--- src/rtl/sillyfunction_pkg.sv ---
// Shared types and constants for the sillyfunction sweep engine.
// Holds the controller state encoding, the reference truth table and the fail-index helper.
package sillyfunction_pkg;

    typedef enum logic [1:0] {
        StIdle,
        StSettle,
        StSample,
        StDone
    } state_t;

    localparam int unsigned NUM_VEC     = 8;
    localparam logic [7:0]  SILLY_TRUTH = 8'h31;

    // Index of the lowest set bit; 0 when no bit is set.
    function automatic logic [2:0] lowest_set3(input logic [7:0] v);
        logic [2:0] r;
        r = 3'd0;
        for (int i = 7; i >= 0; i--) begin
            if (v[i]) begin
                r = 3'(i);
            end
        end
        return r;
    endfunction

endpackage

--- src/rtl/sweep_settle_timer.sv ---
// Loadable down-counter that flags expiry once it has counted down to zero.
// A load followed by Count-1 decrements yields exactly Count cycles before expiry is acted on.
module sweep_settle_timer #(
    parameter int unsigned Count = 2
) (
    input  logic clk,
    input  logic reset_n,
    input  logic load_i,
    input  logic dec_i,
    output logic expired_o
);

    localparam int unsigned Width = (Count > 1) ? $clog2(Count) : 1;
    localparam logic [Width-1:0] LoadVal = Width'(Count - 1);

    logic [Width-1:0] cnt_q, cnt_d;

    always_comb begin
        cnt_d = cnt_q;
        if (load_i) begin
            cnt_d = LoadVal;
        end else if (dec_i && (cnt_q != '0)) begin
            cnt_d = cnt_q - 1'b1;
        end
    end

    always_ff @(posedge clk) begin
        if (!reset_n) begin
            cnt_q <= '0;
        end else begin
            cnt_q <= cnt_d;
        end
    end

    assign expired_o = (cnt_q == '0);

endmodule

--- src/rtl/sillyfunction_sweeper.sv ---
// Sweep engine for the three-input sillyfunction: walks all eight input vectors,
// samples y after a settle delay, and compares the observed truth table with the expected one.
module sillyfunction_sweeper
    import sillyfunction_pkg::*;
#(
    parameter int unsigned SETTLE   = 2,
    parameter logic [7:0]  EXPECTED = SILLY_TRUTH
) (
    input  logic       clk,
    input  logic       reset_n,
    input  logic       start,
    input  logic       abort,
    input  logic       y,
    output logic       a,
    output logic       b,
    output logic       c,
    output logic       busy,
    output logic       done,
    output logic [7:0] truth,
    output logic [7:0] mismatch,
    output logic       pass,
    output logic       result_valid,
    output logic [2:0] fail_idx
);

    if (SETTLE < 1) begin : g_bad_settle
        $error("sillyfunction_sweeper: SETTLE must be at least 1");
    end

    state_t     state_q, state_d;
    logic [2:0] idx_q, idx_d;
    logic [2:0] abc_q, abc_d;
    logic [7:0] truth_q, truth_d;
    logic       rv_q, rv_d;
    logic [2:0] fail_idx_q, fail_idx_d;
    logic       busy_q, busy_d;
    logic       done_q, done_d;

    logic timer_load, timer_dec, timer_expired;

    sweep_settle_timer #(
        .Count(SETTLE)
    ) u_settle_timer (
        .clk      (clk),
        .reset_n  (reset_n),
        .load_i   (timer_load),
        .dec_i    (timer_dec),
        .expired_o(timer_expired)
    );

    always_comb begin
        state_d    = state_q;
        idx_d      = idx_q;
        abc_d      = abc_q;
        truth_d    = truth_q;
        rv_d       = rv_q;
        fail_idx_d = fail_idx_q;
        timer_load = 1'b0;
        timer_dec  = 1'b0;

        unique case (state_q)
            StIdle: begin
                if (start && !abort) begin
                    state_d    = StSettle;
                    idx_d      = 3'd0;
                    abc_d      = 3'd0;
                    truth_d    = 8'h00;
                    rv_d       = 1'b0;
                    timer_load = 1'b1;
                end
            end
            StSettle: begin
                if (abort) begin
                    state_d = StIdle;
                    abc_d   = 3'd0;
                end else if (timer_expired) begin
                    state_d = StSample;
                end else begin
                    timer_dec = 1'b1;
                end
            end
            StSample: begin
                if (abort) begin
                    state_d = StIdle;
                    abc_d   = 3'd0;
                end else begin
                    truth_d[idx_q] = y;
                    if (idx_q == 3'(NUM_VEC - 1)) begin
                        state_d = StDone;
                    end else begin
                        idx_d      = idx_q + 3'd1;
                        abc_d      = idx_q + 3'd1;
                        timer_load = 1'b1;
                        state_d    = StSettle;
                    end
                end
            end
            StDone: begin
                fail_idx_d = lowest_set3(truth_q ^ EXPECTED);
                // A start seen here chains straight into a new sweep without publishing results.
                if (start) begin
                    state_d    = StSettle;
                    idx_d      = 3'd0;
                    abc_d      = 3'd0;
                    truth_d    = 8'h00;
                    rv_d       = 1'b0;
                    timer_load = 1'b1;
                end else begin
                    state_d = StIdle;
                    rv_d    = 1'b1;
                end
            end
            default: begin
                state_d = StIdle;
            end
        endcase

        busy_d = (state_d == StSettle) || (state_d == StSample);
        done_d = (state_d == StDone);
    end

    always_ff @(posedge clk) begin
        if (!reset_n) begin
            state_q    <= StIdle;
            idx_q      <= 3'd0;
            abc_q      <= 3'd0;
            truth_q    <= 8'h00;
            rv_q       <= 1'b0;
            fail_idx_q <= 3'd0;
            busy_q     <= 1'b0;
            done_q     <= 1'b0;
        end else begin
            state_q    <= state_d;
            idx_q      <= idx_d;
            abc_q      <= abc_d;
            truth_q    <= truth_d;
            rv_q       <= rv_d;
            fail_idx_q <= fail_idx_d;
            busy_q     <= busy_d;
            done_q     <= done_d;
        end
    end

    assign {a, b, c}    = abc_q;
    assign busy         = busy_q;
    assign done         = done_q;
    assign truth        = truth_q;
    assign result_valid = rv_q;
    assign fail_idx     = fail_idx_q;
    assign mismatch     = rv_q ? (truth_q ^ EXPECTED) : 8'h00;
    assign pass         = rv_q && (mismatch == 8'h00);

endmodule

--- config.mk ---
export PLATFORM = sky130hd
export DESIGN_NAME = sillyfunction_sweeper
export DESIGN_NICKNAME = d
export VERILOG_FILES = /design/src/rtl/sillyfunction_pkg.sv /design/src/rtl/sweep_settle_timer.sv /design/src/rtl/sillyfunction_sweeper.sv
export SDC_FILE = /design/constraint.sdc
export NUM_CORES = 1
export LEC_CHECK = 0
export CAP_MARGIN = 25
export CORE_ASPECT_RATIO = 1.5
export CORE_MARGIN = 2
export CORE_UTILIZATION = 40
export DETAILED_ROUTE_END_ITERATION = 12
export PLACE_DENSITY = 0.73
export SLEW_MARGIN = 10
export SYNTH_ARGS = -nofsm -noshare
export SYNTH_HDL_FRONTEND = slang
export SYNTH_SLANG_ARGS = --single-unit
export TNS_END_PERCENT = 20
--- constraint.sdc ---
create_clock -name clk -period 4.5 [get_ports clk]
set_clock_uncertainty 0.2 [all_clocks]
set_input_delay 0.675 -clock clk [delete_from_list [all_inputs] [get_ports clk]]
set_output_delay 0.675 -clock clk [all_outputs]
set_load 0.01 [all_outputs]
After elaboration in Yosys (flattened, before gate mapping):

Index checks and enable logic that the tools add are counted.

* add/sub/neg operators: 2
* $lt $le $gt $ge: 2
* equality and inequality tests: 13
* multiplexer cells: 44
* bitwise logic cells: 1
* reductions and logical operators: 15

Operator list (count)
* 2-to-1 mux 3 bit: 14
* 2-to-1 mux 8 bit: 4
* case mux 8 bit (3 select lines): 1
* 2-to-1 mux 1 bit: 13
* case mux 3 bit (4 select lines): 1
* 2-to-1 mux 2 bit: 5
* inequality test 2 bit, second input constant: 5
* case mux 3 bit (3 select lines): 1
* bitwise mux 8 bit: 1
* == test 2 bit, second input constant: 4
* zero test 8 bit: 1
* case mux 2 bit (4 select lines): 1
* AND reduction 4 bit: 2
* AND reduction 5 bit: 1
* == test 2 x 1 -> 1 bit, second input constant: 2
* logical AND 1 bit: 4
* < comparator 3 x 4 -> 1 bit, second input constant: 1
* nonzero test 2 bit: 2
* adder 3 x 1 -> 3 bit, second input constant: 1
* demux 1 bit (select 3 bit): 1
* == test 3 bit, second input constant: 1
* >= comparator 3 x 1 -> 1 bit, second input constant: 1
* inequality test 3 bit, second input constant: 1
* NOT 3 bit: 1
* 8 further kinds: 8

* flip-flop bits (word level): 23
* input bits: 5
* output and inout port bits: 26
* logic and storage cells: 86

Longest topological paths before layout:

* depth after elaboration: 8
* gate-level depth with buffers: 7
* mapped depth without buffers: 6

Hierarchy:

A second synthesis with hierarchy kept.

* cell total of the unflattened synthesis: 153
* area, all modules: 1280.0 µm²

Modules (own cells, without submodules)
* sillyfunction_sweeper: times used 1, cells an instance 149, area an instance 1242.4 µm², sequential area each 440.4 µm²
* sweep_settle_timer: times used 1, cells an instance 4, area an instance 37.5 µm², sequential area each 20.0 µm²

Worst setup path before layout:

Ideal clock, no wire load.

* path kind: input-to-reg
* start: input port abort
* end: register abc_q[1]
* setup time: 125 ps
* arrival time: 1540 ps
* required time: 4175 ps
* path slack: 2635 ps
* stages on the path: 5
* path buffers: 1
* cells stage by stage: buf_6 > nor4b_1 > a21oi_1 > o211ai_1 > o21ai_0

* longest elaborated chain between the ends: 4
* elaborated cells between the ends (all ways): 8
* those cells by class: eq/ne (3); mux (2); reduce/logical (3)

RTL lines
* start: declaration: RTL line sillyfunction_sweeper.sv:12 `input logic abort,`
* zero test 1 bit: RTL line sillyfunction_sweeper.sv:63 `if (start && !abort) begin`
* logical AND 1 bit: RTL line sillyfunction_sweeper.sv:63
* inequality test 2 bit (no line)
* AND reduction 4 bit (no line)
* end signal: assignment: RTL line sillyfunction_sweeper.sv:126 `abc_q <= 3'd0;`
* end signal: assignment: RTL line sillyfunction_sweeper.sv:135 `abc_q <= abc_d;`
* end: declaration: RTL line sillyfunction_sweeper.sv:32 `logic [2:0] abc_q, abc_d;`

Parallel ways exist; a longest one is shown, timed or not.
A chain may end at the register's enable or synchronous reset.

Worst setup path after layout:

* start: register truth_q[5], in the netlist truth[5]
* end: output port pass

* longest elaborated chain between the ends: 4

RTL lines
* start: declaration: RTL line sillyfunction_sweeper.sv:33 `logic [7:0] truth_q, truth_d;`
* start signal: assignment: RTL line sillyfunction_sweeper.sv:136 `truth_q <= truth_d;`
* NOT 3 bit (no line)
* 2-to-1 mux 8 bit: RTL line sillyfunction_sweeper.sv:150 `assign mismatch = rv_q ? (truth_q ^ EXPECTED) : 8'h00;`
* zero test 8 bit: RTL line sillyfunction_sweeper.sv:151 `assign pass = rv_q && (mismatch == 8'h00);`
* logical AND 1 bit: RTL line sillyfunction_sweeper.sv:151
* end: declaration: RTL line sillyfunction_sweeper.sv:21 `output logic pass,`

Every way passes these cells.

==> impl_metrics.env <==
export IMPL_outcome="finished, final reports clean"
export IMPL_yosys_area_share_simple=0.3069
export IMPL_gp_congestion=0.8848
export IMPL_root_buffer="clkbuf_8"
export IMPL_grt_use_total=0.1841
export IMPL_slowest_stage="clkdlybuf4s50_1"
export IMPL_period_share=0.5704
export IMPL_synth_area_leader_cell="dfxtp_1"
export IMPL_ios=31
export IMPL_postCtsHoldBufs=0
export IMPL_synthTopCellsByArea="dfxtp_1 36%, a21oi_1 5.5%, o21ai_0 4.7%"
export IMPL_synth_top_family_by_area="simple AND/OR/NAND/NOR gates"
export IMPL_cpPeakStageDelay_ns=0.53
export IMPL_drtPass1Iterations=4
export IMPL_clock_path_buffers=2
export IMPL_cts_clk_slew_worst_paths_ns=0.08
export IMPL_muxShareOfSynthArea=0.007843
export IMPL_worstHoldStart="abc_q[1]"
export IMPL_layout_drive_gt1_share=0.06818
export IMPL_reg2reg_from="state_q[1]"
export IMPL_htree_num_levels=1
export IMPL_first_global_vias=1217
export IMPL_insertion_delay_ns=0.26
export IMPL_wl_um=2923
export IMPL_synth_top_area_share=0.3608
export IMPL_critical_path_class="register to output pin"
export IMPL_rsz0062_at_grt="no"
export IMPL_r2r_end="busy"
export IMPL_p_leak_nw=0.5283
export IMPL_cts_tree="done"
export IMPL_syn_avg_cell_area_um2=8.565
export IMPL_critPathBufInv=1
export IMPL_path_cells="nand2_1 -> nor3_1 -> and3_1 -> clkdlybuf4s50_1"
export IMPL_critPathLaunch="truth[5]"
export IMPL_min_period_ns=2.567
export IMPL_detailroute_via_count=1204
export IMPL_dr_first_iter_drc_count=30
export IMPL_synth_warnings=0
export IMPL_yosysUniqueCellTypes=40
export IMPL_min_path_type="register to register"
export IMPL_post_drt_wl_per_cell_um=13.53
export IMPL_antenna_found_initial=0
export IMPL_cp_data_arrival_time_ns=1.69
export IMPL_die_h_um=73.18
export IMPL_setup_viol=0
export IMPL_cts_resized=0
export IMPL_drcViolationCount=0
export IMPL_dieArea_um2=3668
export IMPL_grt_max_degree=15
export IMPL_synth_adder_area_share=0.02941
export IMPL_power_density_nw_per_um2=223.9
export IMPL_maxCapViolations=0
export IMPL_dp_cells=212
export IMPL_yosys_area_share_xor_xnor=0
export IMPL_grt_pass1_wl_um=5292
export IMPL_rows=25
export IMPL_hold_violations=0
export IMPL_place_hpwl_um=2239
export IMPL_nFillCells=292
export IMPL_holdPathStages=2
export IMPL_ff2ff_setup_slack_ns=2.41
export IMPL_instances_no_fill=216
export IMPL_synth_cells=149
export IMPL_slew_violations=0
export IMPL_start_kind="register"
export IMPL_fin_nets=185
export IMPL_end_kind="output pin"
export IMPL_min_to="abc_q[1]"
export IMPL_reg2reg_depth=5
export IMPL_worst_pin_slew_ns=0.6467
export IMPL_ir_drop_uv=170.5
export IMPL_portBuffers=30
export IMPL_fmax_mhz=389.6
export IMPL_via_per_inst=5.574
export IMPL_synth_compound_area_frac=0.2451
export IMPL_required_ns=3.62
export IMPL_grt_ovfl_total=0
export IMPL_cts_buffers=3
export IMPL_ys_seq_elements=23
export IMPL_slew_headroom=0.5680
export IMPL_fin_setup_tns_ns=0
export IMPL_start_util=0.4121
export IMPL_syn_nets=157
export IMPL_area_growth_pct=26.86
export IMPL_core_area_um2=3097
export IMPL_synth_area_um2=1276
export IMPL_clock_sinks=23
export IMPL_cts_setup_buffers=0
export IMPL_path_max_fanout=6
export IMPL_crit_family="buffers and inverters"
export IMPL_ys_seq_area_frac=0.3608
export IMPL_n_antenna_cell=0
export IMPL_ant_nets=0
export IMPL_die_w_um=50.12
==> power breakdown <==
part           leakage (nW)  internal (W)  switching (W)  total [W]
combinational         0.320     0.0000113      0.0000148  0.0000261
sequential            0.186      0.000206     0.00000273   0.000208
clock                0.0228     0.0000632      0.0000649   0.000128
==> tightest hold or removal path: cells and delay by family (launching register included) <==
| kind | cells | cell delay [ns] |
|---|---|---|
| simple gates | 1 | 0.05 |
| flops | 1 | 0.32 |
| compound gates | 1 | 0.06 |
==> stage by stage <==
| stage | util | cell area [um2] | setup slack (ns) | hold WS, ns | total power (W) |
|---|---|---|---|---|---|
| 2_1_floorplan | - | 1276 | 2.635 | 0.2678 | 0.0002312 |
| 3_3_place_gp | 0.5083 | 1574 | 1.985 | 0.2514 | 0.0002383 |
| 3_5_place_dp | 0.5083 | 1574 | 1.917 | 0.2641 | 0.0002390 |
| 4_1_cts | 0.5228 | 1619 | 1.906 | 0.2817 | 0.0003643 |
| 5_1_grt | 0.5228 | 1619 | 1.820 | 0.3216 | 0.0003758 |
| 6_report | 0.5228 | 1619 | 1.933 | 0.2731 | 0.0003624 |
==> state kept, by name (all words and copies together), names as in the netlist <==
| signal | cells |
|---|---|
| abc_q | 3 |
| busy | 1 |
| done | 1 |
| fail_idx | 3 |
| idx_q | 3 |
| result_valid | 1 |
| state_q | 2 |
| truth | 8 |
| u_settle_timer.cnt_q | 1 |
==> cells by family after synthesis <==
| kind of cell | Yosys count |
|---|---|
| DFF | 23 |
| buffers and inverters | 10 |
| and+or+nand+nor | 63 |
| muxes | 1 |
| AOI/OAI and AO/OA | 49 |
| adders and majority gates | 3 |
==> cells in the mapped netlist (all sizes together) <==
| library cell | instances |
|---|---|
| or2b | 1 |
| a311oi | 6 |
| nor3b | 1 |
| inv | 3 |
| nand2b | 5 |
| nand4b | 1 |
| nor4b | 2 |
| a21o | 1 |
| clkbuf | 2 |
| nor2 | 11 |
| nor3 | 5 |
| o21a | 1 |
| o2111ai | 1 |
| buf | 5 |
| a211oi | 2 |
| o22ai | 1 |
| dfxtp | 23 |
| a21oi | 14 |
| nand4bb | 1 |
| and3 | 2 |
| o211a | 1 |
| nand2 | 13 |
| and2 | 10 |
| mux2i | 1 |
| and2b | 3 |
| a31oi | 2 |
| a22oi | 2 |
| o211ai | 2 |
| nor2b | 4 |
| o21ai | 16 |
| ha | 3 |
| nand3 | 4 |
==> cell type report <==
type	count	area, um2	share of cell area
flip-flops and latches	23	460.4	0.2844
repair buffers	30	300.3	0.1855
multi-input cells	116	752.0	0.4645
clock buffers	4	45.04	0.02782
well taps	40	50.05	0.03091
inverters	3	11.26	0.006955
==> worst max-delay path by stage <==
stage / to / depth (start not counted)
after floorplan: abc_q[1] / 5
after global placement: busy / 6
after detailed placement: busy / 6
after CTS: pass / 4
after global routing: pass / 4
final: pass / 4
==> cell usage in the layout, fill, tap and decap left out, types with 5 or more instances in the layout <==
cell type	synthesis	routed
nand2b_1	5	5
clkdlybuf4s50_1	0	30
dfxtp_1	23	23
nor2_1	9	9
nand2_1	13	13
a21oi_1	14	14
o21ai_0	12	12
and2_1	9	9
a311oi_1	6	6
nor3_1	5	5
==> layer usage <==
layer  global-route usage  share of wire  vias to the layer above
met4               0.1049          0.030                        0
met1               0.2003           0.42                      556
met2               0.3392           0.51                       44
met3              0.01844          0.042                        8
met5                    0              0                        -
li1                     -              -                      596
No activity file was read; power rests on OpenSTA's default activity.
